## config.mk

```make
export PLATFORM = sky130hd
export DESIGN_NAME = bus_rr_arbiter
export DESIGN_NICKNAME = d
export VERILOG_FILES = /design/src/rtl/bus_rr_arbiter.sv
export SDC_FILE = /design/constraint.sdc
export NUM_CORES = 1
export LEC_CHECK = 0
export CAP_MARGIN = 20
export CORE_AREA = 2 2 140 142
export DETAILED_ROUTE_END_ITERATION = 6
export DIE_AREA = 0 0 142 144
export GPL_TIMING_DRIVEN = 1
export SKIP_CTS_REPAIR_TIMING = 1
export SLEW_MARGIN = 5
export SYNTH_ARGS = -nofsm -noshare
export SYNTH_HDL_FRONTEND = slang
export SYNTH_SLANG_ARGS = --single-unit
```

## constraint.sdc

```tcl
create_clock -name clk_i -period 3.4 [get_ports clk_i]
set_input_delay 0.68 -clock clk_i [delete_from_list [all_inputs] [get_ports clk_i]]
set_output_delay 0.68 -clock clk_i [all_outputs]
set_load 0.1 [all_outputs]
```

## src/rtl/bus_rr_arbiter.sv

```systemverilog
// Round-robin arbiter that shares one device bus port between NrHosts hosts.
// It tracks a single outstanding transaction and forces an error response if the device hangs.
module bus_rr_arbiter #(
  parameter int NrHosts       = 3,
  parameter int DataWidth     = 32,
  parameter int AddressWidth  = 32,
  parameter int TimeoutCycles = 255
) (
  input  logic                        clk_i,
  input  logic                        rst_i,
  input  logic                        host_req_i    [NrHosts],
  input  logic [AddressWidth-1:0]     host_addr_i   [NrHosts],
  input  logic                        host_we_i     [NrHosts],
  input  logic [3:0]                  host_be_i     [NrHosts],
  input  logic [DataWidth-1:0]        host_wdata_i  [NrHosts],
  output logic                        host_gnt_o    [NrHosts],
  output logic                        host_rvalid_o [NrHosts],
  output logic [DataWidth-1:0]        host_rdata_o,
  output logic                        host_err_o,
  output logic                        dev_req_o,
  output logic [AddressWidth-1:0]     dev_addr_o,
  output logic                        dev_we_o,
  output logic [3:0]                  dev_be_o,
  output logic [DataWidth-1:0]        dev_wdata_o,
  input  logic                        dev_rvalid_i,
  input  logic [DataWidth-1:0]        dev_rdata_i,
  input  logic                        dev_err_i,
  output logic                        busy_o,
  output logic [$clog2(NrHosts)-1:0]  owner_o,
  output logic                        timeout_o
);

  localparam int IdxW = $clog2(NrHosts);
  localparam int CntW = $clog2(TimeoutCycles + 1);
  localparam logic [CntW-1:0] CntExpire = CntW'(TimeoutCycles - 1);
  localparam logic [CntW-1:0] CntMax    = CntW'(TimeoutCycles);

  typedef enum logic {
    IDLE,
    WAIT
  } state_e;

  state_e            state_q, state_d;
  logic [IdxW-1:0]   ptr_q, ptr_d;
  logic [IdxW-1:0]   owner_q, owner_d;
  logic [CntW-1:0]   cnt_q, cnt_d;

  logic              in_wait, resp, expire, window, found, grant;
  logic [IdxW-1:0]   gnt_idx;
  logic [IdxW-1:0]   cand [NrHosts];

  assign in_wait = (state_q == WAIT) && !rst_i;
  assign resp    = in_wait && dev_rvalid_i;
  // The counter reads 0 on the cycle after the grant, so TimeoutCycles-1 marks the expiry cycle.
  assign expire  = in_wait && !dev_rvalid_i && (cnt_q >= CntExpire);
  assign window  = !rst_i && ((state_q == IDLE) || dev_rvalid_i);
  assign grant   = window && found;

  // Scan hosts starting at the priority pointer; the first requester wins.
  always_comb begin
    // NOTE: every variable gets a default before any branch so no latch is inferred.
    found   = 1'b0;
    gnt_idx = '0;
    for (int i = 0; i < NrHosts; i++) begin
      cand[i] = IdxW'((int'(ptr_q) + i) % NrHosts);
    end
    for (int i = 0; i < NrHosts; i++) begin
      if (!found && host_req_i[cand[i]]) begin
        found   = 1'b1;
        gnt_idx = cand[i];
      end
    end
  end

  always_comb begin
    for (int i = 0; i < NrHosts; i++) begin
      host_gnt_o[i]    = 1'b0;
      host_rvalid_o[i] = 1'b0;
    end
    dev_req_o    = grant;
    dev_addr_o   = '0;
    dev_we_o     = 1'b0;
    dev_be_o     = '0;
    dev_wdata_o  = '0;
    host_rdata_o = '0;
    host_err_o   = 1'b0;
    timeout_o    = 1'b0;

    if (grant) begin
      host_gnt_o[gnt_idx] = 1'b1;
      dev_addr_o          = host_addr_i[gnt_idx];
      dev_we_o            = host_we_i[gnt_idx];
      dev_be_o            = host_be_i[gnt_idx];
      dev_wdata_o         = host_wdata_i[gnt_idx];
    end

    if (resp) begin
      host_rvalid_o[owner_q] = 1'b1;
      host_rdata_o           = dev_rdata_i;
      host_err_o             = dev_err_i;
    end else if (expire) begin
      host_rvalid_o[owner_q] = 1'b1;
      host_err_o             = 1'b1;
      timeout_o              = 1'b1;
    end
  end

  always_comb begin
    state_d = state_q;
    ptr_d   = ptr_q;
    owner_d = owner_q;
    cnt_d   = cnt_q;
    if (grant) begin
      state_d = WAIT;
      owner_d = gnt_idx;
      ptr_d   = IdxW'((int'(gnt_idx) + 1) % NrHosts);
      cnt_d   = '0;
    end else if (resp || expire) begin
      state_d = IDLE;
    end else if (in_wait && (cnt_q != CntMax)) begin
      cnt_d = cnt_q + CntW'(1);
    end
  end

  always_ff @(posedge clk_i) begin
    // NOTE: non-blocking assignments keep every register update ordered against the same edge.
    if (rst_i) begin
      state_q <= IDLE;
      ptr_q   <= '0;
      owner_q <= '0;
      cnt_q   <= '0;
    end else begin
      state_q <= state_d;
      ptr_q   <= ptr_d;
      owner_q <= owner_d;
      cnt_q   <= cnt_d;
    end
  end

  assign busy_o  = in_wait;
  assign owner_o = owner_q;

endmodule

```

==> results of run 1 <==
==> cells by family after synthesis <==
| family | Yosys count | share of synthesized area (%) |
|---|---|---|
| AOI/OAI and AO/OA | 164 | 50.7 |
| xor gates and xnor gates | 6 | 1.46 |
| adders and majority gates | 6 | 2.08 |
| buffers and inverters | 140 | 16.2 |
| DFF | 13 | 7.20 |
| muxes | 5 | 1.59 |
| and+or+nand+nor | 148 | 20.7 |
==> synthesized netlist by cell type (3+ instances only) <==
cell type	n	area share, %
a221oi_2	64	27
nand2_1	71	7.4
dfxtp_1	13	7.2
ha_1	6	2.1
xnor2_1	3	0.73
a221oi_1	74	18
nor3b_1	4	0.83
nand3b_1	4	0.83
clkbuf_1	28	2.9
and3_1	36	6.2
nor2b_1	4	0.69
xor2_1	3	0.73
nand2b_1	3	0.52
inv_1	76	7.9
nor2_1	10	1.0
buf_2	31	4.3
nand3_1	3	0.42
nor3_1	4	0.55
==> area by class of cell <==
| class | count | share of cell area (%) |
|---|---|---|
| Inverter | 77 | 2.75 |
| Sequential cell | 13 | 2.48 |
| Timing Repair Buffer | 439 | 53.4 |
| Clock buffer | 4 | 0.749 |
| Multi-Input combinational cell | 330 | 37.7 |
| Tap cell | 238 | 2.83 |
| Antenna cell | 2 | 0.0475 |
==> power by group through the flow <==
stage | Clock (mW) | Sequential, mW | Combinational [mW]
2_1_floorplan | 0 | 0.269 | 7.06
3_3_place_gp | 0 | 0.212 | 10.8
6_report | 0.218 | 0.212 | 11.7
4_1_cts | 0.225 | 0.209 | 10.9
5_1_grt | 0.234 | 0.216 | 12.1
3_5_place_dp | 0 | 0.212 | 10.9
==> per-layer routing <==
layer,up-vias,share of wire [%]
met1,2635,40
met4,0,2.5
met5,-,0
met2,231,52
met3,33,6.1
li1,2623,-
==> through the flow <==
step / hold WS, ps / total power [mW] / utilization (%)
2_1_floorplan: 460 / 7.33 / -
3_3_place_gp: 472 / 11.0 / 52.2
3_5_place_dp: 491 / 11.1 / 52.2
4_1_cts: 500 / 11.3 / 52.6
5_1_grt: 537 / 12.6 / 55.2
6_report: 498 / 12.1 / 55.2
==> worst min-delay path, cell delays in order (launching register included) <==
cell and delay (ps):
dfxtp_1 340, a31oi_1 50, nor2_1 70
==> worst min-delay path by stage <==
stage,end,cells after the start
finish,cnt_q[7],2
detailed placement,cnt_q[7],2
CTS,cnt_q[7],2
global placement,cnt_q[7],2
floorplan,cnt_q[7],2
global route,cnt_q[7],2
==> flip-flops by register name, summed over array words and instances, names as in the netlist <==
register / count
ptr_q: 2
owner_o: 2
cnt_q: 8
state_q: 1
==> results.md, run 1 <==
- Status: finished, final reports clean
- Reg2reg end: cnt_q[1]
- Final Max Slew Viols: 0
- Cell mode on critical path: buf_12
- Grt peak-use layer: met2
- Wire per inst: ~20 µm
- Mapped cell area: between 3000 and 4000 µm²
- Max Cap Violations: 0
- Crit-path slowest cell: a221oi_4
- Root Driver: clkbuf_16
- Fmax: between 300 and 400 MHz
- Multi-input logic area: 3970 µm²
- Drt pass-1 iters: 4
- DP Wirelength: around 17000 µm
- Critical path arrival: about 2600 ps
- Minimum clock period after layout: 3320 ps
- Cell Int Power: around 4.8 mW
- Post-DRT Antenna Nets: 0
- CP bufs+invs: 4
- FF-to-FF Start: ptr_q[0]
- Slack of the critical path: 80.4 ps
- Leakage: approximately 4.2 nW
- Post-synthesis register bit count: 13
- Crit path from: host_req_i[2]
- Vias: 5522
- WS Path Type: input port to output port
- Fin. Hold Viols: 0
- Most common cell after layout, fill and taps aside: clkdlybuf4s50_1
- Cell Count, Final, Fillers Out: approximately 1100
- IO Pins: about 360
- Worst slew margin: about 64%
- Largest net degree at the start of global routing: 38
- FP Rows: between 50 and 60
- CP max FO: 14
- Comb power frac: a little over nine tenths
- Critical path launch point type: input port
- Starting Density: a little under a fifth
- Most frequent cells in the layout: clkdlybuf4s50_1 (242), buf_12 (128), inv_1 (76)
- Core area: roughly 19000 µm²
- Fin crit share: between 90% and 100%
- CP required: about 2700 ps
- CTS tree: done
- DR iter-0 viols: between 150 and 200
- Sequential share of power: around 1.8%
- Endpoint class of the critical path: output port
- Clk buf depth: 2
- Number of flops mapped to enable cells by yosys: 0
- Synth cell types: 52
- CTS Sinks: 13
- Synth-to-Final Area Change: 191%
- Dpl cells: approximately 1100
- Critical Path Max Stage Delay: ~340 ps
- Drc violations: 0
- Power Density: between 1000 and 1500 nW/µm²
- DRT Wirelength: about 22000 µm
- Avg Cell Area, Syn: between 7 and 8 µm²
- Worst clock skew: between 2 and 2.5 ps
- First-pass GRT wire length: 30800 µm
- Grt ovf: 0
- Post-Synthesis Cells: about 480
- Hold Startpoint: cnt_q[7]
- Met2 Usage GRT: approximately 34%
- Seq/Total Area, Yosys: under 10%
- Clk slew on worst S/H paths: 40 ps
- Reg2reg path depth: 9
- Initial antenna violation count: 2
- Syn_nets: ~730
- Hold WC Path Type: flip-flop to flip-flop
- Switching Fraction: around 60%
- M3 GR Usage: 4.07%
- TNS Setup: 0 ps
- Ratio of cells with drive above 1 in the final layout: about two fifths
- Final RePlAce weighted congestion: 0.839
- Dpl cell area: between 9000 and 10000 µm²
- Setup Slack @ Placement: -313 ps
- CP delay by family, top: compound AO/OA/AOI/OAI gates
- Die Area: ~20000 µm²
- Vias per inst: approximately 5.0
- Clk pwr share: 1.8%
- Port Buffers: about 360
- Worst slew pin tran: 543 ps
- Die Y-Extent: about 140 µm
- Crit-path cells: dlymetal6s2s_1 > nand2b_1 > o21ba_2 > o22ai_4 > buf_12 > clkbuf_16 > a221oi_2 > a221oi_4 > buf_12
- Clk Latency, worst-skew pair: 240 ps
- Final Cell Area: between 10000 and 15000 µm²
- Main flop type after synthesis: dfxtp_1
- Post-synthesis async set-or-reset flop share: 0%
- Reg2Reg Setup Slack: just over 900 ps
- Setup repair after global routing missed its margin: yes
- Crit path to: dev_addr_o[1]
- H-tree levels: 1
- CTS Buf Count: 3
- Nets@finish: ~1100
- Worst path depth: 9
- Final setup fails: 0
- Reg area: approximately 260 µm²
- Sw power: between 7 and 8 mW
- Synth warn: 0
- Die Span X: 142 µm
- Routing usage on met1: between 20% and 30%
- Maximum VDD drop: just over 0.5 mV
- Fillcell total: 1648
- Gr usage total: a little under a fifth
- Vias in the first global route: around 5500
Note: power is estimated with default switching activity, not from simulation.
==> inputs of run 2 (changes only) <==
SLEW_MARGIN = 10   (was 5)
==> results of run 2 <==
Final layout, timing and power as in run 1 (identical DEF).
